<file path="src/rtl/div_seq_pkg.sv">
// Shared types and constants for the sequential divider.
package div_seq_pkg;

  localparam int unsigned DefaultWidth = 32;

  typedef enum logic [1:0] {
    StFree   = 2'd0,
    StByZero = 2'd1,
    StOn     = 2'd2,
    StEnd    = 2'd3
  } div_state_e;

endpackage

</file>
<file path="src/rtl/div_seq_step.sv">
// One restoring-division iteration: trial subtract of the divisor from the upper partial remainder.
module div_seq_step #(
  parameter int unsigned WIDTH = 32
) (
  input  logic [2*WIDTH:0] dividend,
  input  logic [WIDTH-1:0] divisor,
  output logic [2*WIDTH:0] dividend_next
);

  logic [WIDTH:0] trial;

  always_comb begin
    trial = dividend[2*WIDTH:WIDTH] - {1'b0, divisor};
    if (trial[WIDTH]) begin
      dividend_next = {dividend[2*WIDTH-1:0], 1'b0};
    end else begin
      dividend_next = {trial[WIDTH-1:0], dividend[WIDTH-1:0], 1'b1};
    end
  end

endmodule

</file>
<file path="src/rtl/div_seq.sv">
// Iterative radix-2 restoring divider for DIV/DIVU with pipeline stall and flush.
// Optional DIV_EARLY_OUT_EN: skip the loop when |dividend| < |divisor|.
module div_seq
  import div_seq_pkg::*;
#(
  parameter int unsigned WIDTH = DefaultWidth
) (
  input  logic               clk,
  input  logic               rst,
  input  logic               start_i,
  input  logic               annul_i,
  input  logic               signed_div_i,
  input  logic [WIDTH-1:0]   opdata1_i,
  input  logic [WIDTH-1:0]   opdata2_i,
  output logic [2*WIDTH-1:0] result_o,
  output logic               ready_o,
  output logic               divzero_o,
  output logic               stallreq_o
);

  localparam int unsigned CntW = $clog2(WIDTH + 1);

  div_state_e         state_q, state_d;
  logic [CntW-1:0]    cnt_q, cnt_d;
  logic [2*WIDTH:0]   dividend_q, dividend_d, dividend_step;
  logic [WIDTH-1:0]   divisor_q, divisor_d;
  logic               neg_quot_q, neg_quot_d;
  logic               neg_rem_q, neg_rem_d;
  logic [2*WIDTH-1:0] result_q, result_d;
  logic               ready_q, ready_d;
  logic               divzero_q, divzero_d;

  logic [WIDTH-1:0]   op1_mag, op2_mag;
  logic [WIDTH-1:0]   quot_raw, rem_raw, quot_fix, rem_fix;

  div_seq_step #(
    .WIDTH(WIDTH)
  ) u_step (
    .dividend      (dividend_q),
    .divisor       (divisor_q),
    .dividend_next (dividend_step)
  );

  always_comb begin
    op1_mag  = (signed_div_i && opdata1_i[WIDTH-1]) ? (~opdata1_i + 1'b1) : opdata1_i;
    op2_mag  = (signed_div_i && opdata2_i[WIDTH-1]) ? (~opdata2_i + 1'b1) : opdata2_i;
    quot_raw = dividend_q[WIDTH-1:0];
    rem_raw  = dividend_q[2*WIDTH:WIDTH+1];
    quot_fix = neg_quot_q ? (~quot_raw + 1'b1) : quot_raw;
    rem_fix  = neg_rem_q ? (~rem_raw + 1'b1) : rem_raw;
  end

  always_comb begin
    state_d    = state_q;
    cnt_d      = cnt_q;
    dividend_d = dividend_q;
    divisor_d  = divisor_q;
    neg_quot_d = neg_quot_q;
    neg_rem_d  = neg_rem_q;
    result_d   = result_q;
    ready_d    = ready_q;
    divzero_d  = divzero_q;

    if (annul_i) begin
      state_d = StFree;
      ready_d = 1'b0;
      cnt_d   = '0;
    end else begin
      unique case (state_q)
        StFree: begin
          if (start_i) begin
            if (opdata2_i == '0) begin
              state_d = StByZero;
            end else begin
              state_d    = StOn;
              cnt_d      = '0;
              divisor_d  = op2_mag;
              neg_quot_d = signed_div_i && (opdata1_i[WIDTH-1] ^ opdata2_i[WIDTH-1]);
              neg_rem_d  = signed_div_i && opdata1_i[WIDTH-1];
              dividend_d = {{WIDTH{1'b0}}, op1_mag, 1'b0};
`ifdef DIV_EARLY_OUT_EN
              // Preload a finished loop: quot=0, rem=|op1|; the sign fix-up restores opdata1_i.
              if (op1_mag < op2_mag) begin
                dividend_d = {op1_mag, {(WIDTH + 1){1'b0}}};
                cnt_d      = CntW'(WIDTH);
              end
`endif
            end
          end
        end
        StByZero: begin
          result_d  = '0;
          divzero_d = 1'b1;
          ready_d   = 1'b1;
          state_d   = StEnd;
        end
        StOn: begin
          if (cnt_q != CntW'(WIDTH)) begin
            dividend_d = dividend_step;
            cnt_d      = cnt_q + 1'b1;
          end else begin
            result_d  = {rem_fix, quot_fix};
            divzero_d = 1'b0;
            ready_d   = 1'b1;
            cnt_d     = '0;
            state_d   = StEnd;
          end
        end
        StEnd: begin
          if (!start_i) begin
            state_d = StFree;
            ready_d = 1'b0;
          end
        end
        default: state_d = StFree;
      endcase
    end
  end

  always_ff @(posedge clk or negedge rst) begin
    if (!rst) begin
      state_q    <= StFree;
      cnt_q      <= '0;
      dividend_q <= '0;
      divisor_q  <= '0;
      neg_quot_q <= 1'b0;
      neg_rem_q  <= 1'b0;
      result_q   <= '0;
      ready_q    <= 1'b0;
      divzero_q  <= 1'b0;
    end else begin
      state_q    <= state_d;
      cnt_q      <= cnt_d;
      dividend_q <= dividend_d;
      divisor_q  <= divisor_d;
      neg_quot_q <= neg_quot_d;
      neg_rem_q  <= neg_rem_d;
      result_q   <= result_d;
      ready_q    <= ready_d;
      divzero_q  <= divzero_d;
    end
  end

  assign result_o   = result_q;
  assign ready_o    = ready_q;
  assign divzero_o  = divzero_q;
  assign stallreq_o = start_i & ~ready_q & ~annul_i;

endmodule
</file>
<file path="config.mk">
export PLATFORM = sky130hd
export DESIGN_NAME = div_seq
export DESIGN_NICKNAME = d
export VERILOG_FILES = /design/src/rtl/div_seq_pkg.sv /design/src/rtl/div_seq_step.sv /design/src/rtl/div_seq.sv
export SDC_FILE = /design/constraint.sdc
export NUM_CORES = 1
export LEC_CHECK = 0
export ABC_AREA = 1
export CORE_MARGIN = 4
export CORE_UTILIZATION = 30
export CTS_CLUSTER_DIAMETER = 50
export DETAILED_ROUTE_END_ITERATION = 8
export DONT_BUFFER_PORTS = 1
export GPL_TIMING_DRIVEN = 0
export SLEW_MARGIN = 20
export SYNTH_ARGS = -nofsm -noshare
export SYNTH_HDL_FRONTEND = slang
export SYNTH_SLANG_ARGS = --single-unit
</file>
<file path="constraint.sdc">
create_clock -name clk -period 3.5 [get_ports clk]
set_input_delay 0.175 -clock clk [delete_from_list [all_inputs] [get_ports clk]]
set_output_delay 0.175 -clock clk [all_outputs]
set_load 0.005 [all_outputs]
</file>
==> results of run 1 <==
==> worst paths after layout <==
| path | end | depth (start not counted) | slack, ns |
|---|---|---|---|
| max in group asynchronous | result_o[42] | 0 | 3.51 |
| min in group clk | dividend_q[8] | 4 | 0.01 |
| worst max-delay path | result_o[36] | 11 | 0.18 |
| worst max register to register | result_o[36] | 11 | 0.18 |
| worst min register to register | divisor_q[5] | 2 | 0.48 |
| worst min-delay path | cnt_q[2] | 0 | -0.57 |
==> cell type report <==
class | instances | share of cell area
buffer | 62 | 0.0203
timing repair buffer | 37 | 0.0251
sequential | 173 | 0.294
multi-input combinational | 1514 | 0.501
inverter | 266 | 0.0677
tap | 585 | 0.0497
clock buffer | 19 | 0.0307
clock inverter | 13 | 0.0118
==> synth_stat cells, types with 9 or more instances <==
cell,n,area [µm²]
a21oi_1,76,380
buf_2,23,115
clkbuf_1,29,109
dfrtp_1,173,4330
ha_1,43,538
inv_1,253,950
inv_2,13,48.8
nand2_1,638,2390
nand2_2,12,75.1
nand3_1,169,846
nand4_1,26,163
nor2_1,189,709
nor2_2,12,75.1
nor3_1,34,170
o211ai_1,18,135
o21ai_0,140,701
o21ai_1,34,170
o21bai_1,10,75.1
o31ai_1,9,67.6
xnor2_1,19,166
xor2_1,35,307
==> state kept, by name, indices dropped and copies added, names as in the netlist <==
name / count
cnt_q: 6
dividend_q: 65
divisor_q: 32
divzero_o: 1
neg_quot_q: 1
neg_rem_q: 1
ready_o: 1
result_o: 64
state_q: 2
==> power groups by stage <==
stage | registers, W | clock network (W) | logic, W
2_1_floorplan | 0.00281 | 0 | 0.00349
3_3_place_gp | 0.00299 | 0 | 0.00476
3_5_place_dp | 0.00301 | 0 | 0.00480
4_1_cts | 0.00297 | 0.00213 | 0.00487
5_1_grt | 0.00305 | 0.00220 | 0.00552
6_report | 0.00297 | 0.00209 | 0.00493
==> routing by layer <==
layer	vias up	GRT usage	wire, µm
met5	-	0	0
met4	0	0.0642	1290
met3	77	0.0367	3500
met2	458	0.340	22600
met1	6322	0.289	22500
li1	6622	-	-
==> worst register-to-register path, cell delays in order (launching register included) <==
cell and delay [ns]:
dfrtp_1 0.39, inv_1 0.11, ha_1 0.20, buf_2 0.20
inv_2 0.23, nor2_1 0.10, nand2_1 0.33, nand2_1 0.41
inv_2 0.39, clkbuf_1 0.61, nand2_1 0.17, o41ai_2 0.09
==> cell families after synthesis <==
group / share of synthesized area
AND/OR/NAND/NOR: 0.350
buffers and inverters: 0.0997
AO/OA/AOI/OAI: 0.138
flip-flops: 0.333
XOR/XNOR: 0.0363
adder cells (fa/ha/maj): 0.0429
==> stage by stage <==
step,utilization,area (µm²),power (W)
after floorplan,-,13000,0.00630
after global placement,0.320,13700,0.00776
after CTS,0.343,14700,0.00997
after detailed placement,0.320,13700,0.00781
after global routing,0.343,14700,0.0108
final,0.343,14700,0.0100
==> flow_metrics.tcl, run 1 <==
set metrics [dict create \
    holdBufCountCts 37 \
    leakage_nw 7.52 \
    combPwrFrac 0.493 \
    holdWs_ns -0.565 \
    drc 0 \
    cts.sinks 173 \
    power.density_nw_per_um2 678 \
    postSynthAreaPerCell_um2 6.46 \
    cts_tree "yes" \
    cp.arrival_ns 3.67 \
    worst_pin_slew_ns 0.857 \
    timing.rr.start "state_q[0]" \
    cts_root_buf "clkbuf_16" \
    status "finished, violations left" \
    critical_path.startpoint "state_q[0]" \
    final_nets 2184 \
    setup_viol 0 \
    setup_tns_ns 0 \
    max_stage_delay_ns 0.61 \
    globalRouteTotalUtil 0.211 \
    violations "negative hold slack" \
    synth-async-reset-ratio 1.00 \
    synth-seq-cells 173 \
    dieWidth_um 216 \
    numCtsBuffers 17 \
    maxCapViolCount 0 \
    worst_path_max_delay_cell "clkbuf_1" \
    antennaDiodeCount 0 \
    period_minus_slack_ns 3.32 \
    finalNonFillerCells 2669 \
    hold_class "input port to async pin" \
    timing.critical_path.from_type "flip-flop" \
    coreArea_um2 43000 \
    slew_headroom 0.429 \
    register_area_um2 4330 \
    rows 76 \
    start_util 0.303 \
    synth_cells 2015 \
    intPower_w 0.00514 \
    grt_antenna_before_repair 0 \
    first_pass_iters 5 \
    seqPwrFrac 0.298 \
    syn_nets 2128 \
    pre_cts_slack_ns 0.421 \
    vias 13479 \
    dieArea_um2 46800 \
    grt_overflow_total 0 \
    die_h_um 216 \
    drv_slew 0 \
    post_cts_buffers 0 \
    drt_iter0_markers 1233 \
    fmax_mhz 302 \
    viasPerCell 5.05 \
    setup_slack_ns 0.185 \
    finalHoldViolations 173 \
    ant_nets 0 \
    grt_pass1_wl_mm 76.6 \
    gp_congestion 0.986 \
    finalCritPeriodShare 0.947 \
    clk_pin_slew_worst_paths_ns 0.08 \
    drive_gt1_frac 0.0533 \
    port_buffers 0 \
    ctsLongestPathBuffers 2 \
    ir_drop_uv 315 \
    path_cells "inv_1, ha_1, buf_2, inv_2, nor2_1, nand2_1, nand2_1, inv_2, clkbuf_1, nand2_1, o41ai_2" \
    dp_hpwl_mm 39.5 \
    critical_path_class "flip-flop to flip-flop" \
    syn_to_final_growth_pct 13.3 \
    crit_required_ns 3.86 \
    cp_top_family "buffers and inverters" \
    grt_pass1_vias 12905 \
    p_switching_w 0.00486 \
    num-fill-cells 4743 \
    synth-edff-count 0 \
    post_cts_resized 0 \
    clkPwrFrac 0.209 \
    drt_wl_total_mm 49.9 \
    final_cell_mix "638 x nand2_1, 253 x inv_1, 189 x nor2_1" \
    ys_types 44 \
    rsz0062_at_grt "no" \
    ys_seq_area_frac 0.333 \
    multi_input_area_um2 7390 \
    dp.cells 2600 \
    grt_max_degree 174 \
    wl_per_cell_um 18.7 \
    critPathMostFrequentCell "nand2_1" \
    yosys_warnings 0 \
    synth.cell_area_um2 13000 \
    insertion_delay_ns 0.46 \
    final_common_cell "nand2_1" \
    synth-main-ff-cell "dfrtp_1" \
    critPathMaxFanout 10 \
    p_sw_frac 0.486 \
    critPathCaptureType "flip-flop" \
    cp.buffers_inverters 5 \
    pin_count 136 \
    fin_skew_ns 0.0162 \
    htreeDepth 4 \
]
Power figures use the tool's default switching activity.
==> run 2: changes to the inputs <==
--- a/config.mk
+++ b/config.mk
@@ -12,6 +12,7 @@
 export DETAILED_ROUTE_END_ITERATION = 8
 export DONT_BUFFER_PORTS = 1
 export GPL_TIMING_DRIVEN = 0
+export HOLD_SLACK_MARGIN = 0.15
 export SLEW_MARGIN = 20
 export SYNTH_ARGS = -nofsm -noshare
 export SYNTH_HDL_FRONTEND = slang
==> run 2 against run 1 <==
- the flow still finishes with violations (negative hold slack)
- clock power about the same
- setup slack worse by 0.015 ns
- critical path depth unchanged
- total power up 0.47%
- sequential power about the same
- maximum frequency down 0.44%
- design area up 2.4%
- via count up 1.0%
- register-to-register slack about the same
- global-route usage up 0.23 points
- combinational power up 1%
- highest routed layer unchanged
==> flow_metrics.tcl, run 2 (synthesized netlist as in run 1, its figures left out) <==
set metrics [dict create \
    status "finished, violations left" \
    violations "negative hold slack" \
    largest_reg_flops 65 \
    insertion_delay_ns 0.45 \
    setup_slack_ns 0.170 \
    coreArea_um2 43000 \
    total_power_w 0.0100 \
    grt_overflow_total 0 \
    cp.arrival_ns 3.70 \
    pre_cts_slack_ns 0.421 \
    ant_nets 0 \
    grt_pass1_vias 13146 \
    fin_skew_ns 0.0194 \
    post_cts_buffers 0 \
    drt_iter0_markers 1137 \
    htreeDepth 4 \
    stdcell_area_um2 15100 \
    pin_count 136 \
    grt_max_degree 174 \
    drc 0 \
    dp_hpwl_mm 39.5 \
    die_h_um 216 \
    holdWs_ns -0.560 \
    final_nets 2219 \
    port_buffers 0 \
    cts.sinks 173 \
    drv_slew 0 \
    slew_headroom 0.432 \
    ir_drop_uv 309 \
    dieArea_um2 46800 \
    critical_path_class "flip-flop to flip-flop" \
    finalNonFillerCells 2705 \
    gp_congestion 0.986 \
    leakage_nw 7.67 \
    dpl_cell_area_um2 13700 \
    numCtsBuffers 17 \
    dieWidth_um 216 \
    ctsLongestPathBuffers 2 \
    rsz0062_at_grt "no" \
    critPathMaxFanout 9 \
    rows 76 \
    start_util 0.303 \
    clk_pin_slew_worst_paths_ns 0.07 \
    critPathCaptureType "flip-flop" \
    cts_root_buf "clkbuf_16" \
    globalRouteTotalUtil 0.213 \
    hold_class "input port to async pin" \
    fmax_mhz 300 \
    drive_gt1_frac 0.0524 \
    maxCapViolCount 0 \
    grt_antenna_before_repair 0 \
    worst_pin_slew_ns 0.851 \
    vias 13614 \
    crit_required_ns 3.87 \
    post_cts_resized 0 \
    timing.critical_path.from_type "flip-flop" \
    first_pass_iters 5 \
    final_cell_mix "638 x nand2_1, 253 x inv_1, 189 x nor2_1" \
    final_common_cell "nand2_1" \
    viasPerCell 5.03 \
    power.density_nw_per_um2 666 \
    wl_per_cell_um 18.6 \
    finalHoldViolations 173 \
    drt_wl_total_mm 50.3 \
    largest_register "dividend_q" \
    cts_tree "yes" \
    holdBufCountCts 72 \
    dp.cells 2600 \
    grt_pass1_wl_mm 77.6 \
    setup_tns_ns 0 \
    setup_viol 0 \
    finalCritPeriodShare 0.951 \
    syn_to_final_growth_pct 16.0 \
    period_minus_slack_ns 3.33 \
]
==> run 2: cell count changes in the layout (fill, tap and decap cells not counted), sizes merged <==
cell / before / now
diode: 0 / 1
dlygate4sd3: 37 / 72
==> run 2: cell type report <==
class                   instances  area [µm²]
multi-input cells            1514        7390
flip-flops and latches        173        4330
inverters                     266         998
well taps                     585         732
plain buffers                  62         299
repair buffers                 72         721
fillers                      4726       27900
clock inverters                13         174
diodes                          1        2.50
clock buffers                  19         453
==> run 2: through the flow <==
step                      utilization  hold slack [ns]
after detailed placement        0.320           -0.105
after global routing            0.351           -0.584
final                           0.351           -0.560
after floorplan                     -           -0.121
after global placement          0.320           -0.104
after CTS                       0.351           -0.587
==> run 2: power breakdown <==
group,internal (W),total [W],switching [W]
clock,0.00118,0.00208,0.000899
combinational,0.00152,0.00499,0.00347
sequential,0.00249,0.00298,0.000489
==> run 2: path summary, 6_finish.rpt <==
path	slack, ns	startpoint	depth (start not counted)	end
max in group asynchronous	3.74	rst	0	result_o[10]
min in group clk	0.18	start_i	5	state_q[0]
hold reg to reg	0.48	divisor_q[5]	2	divisor_q[5]
hold / removal	-0.56	rst	0	cnt_q[1]
setup / recovery	0.17	state_q[0]	11	state_q[1]
setup reg to reg	0.17	state_q[0]	11	state_q[1]
==> run 2: worst max-delay path, stage by stage (launching register included) <==
cell and delay (ns):
dfrtp_1 0.39, inv_1 0.11, ha_1 0.20, buf_2 0.20
nand3_1 0.20, nand3_1 0.12, nor3_1 0.20, dlygate4sd3_1 0.60
nand2_1 0.05, dlygate4sd3_1 0.55, o21ai_0 0.06, dlygate4sd3_1 0.57
==> run 2: metal layers <==
metal,vias up,global-route usage,wire length [µm]
li1,6697,-,-
met1,6406,0.292,22900
met2,440,0.348,23000
met3,71,0.0339,3120
met4,0,0.0638,1200
met5,-,0,0
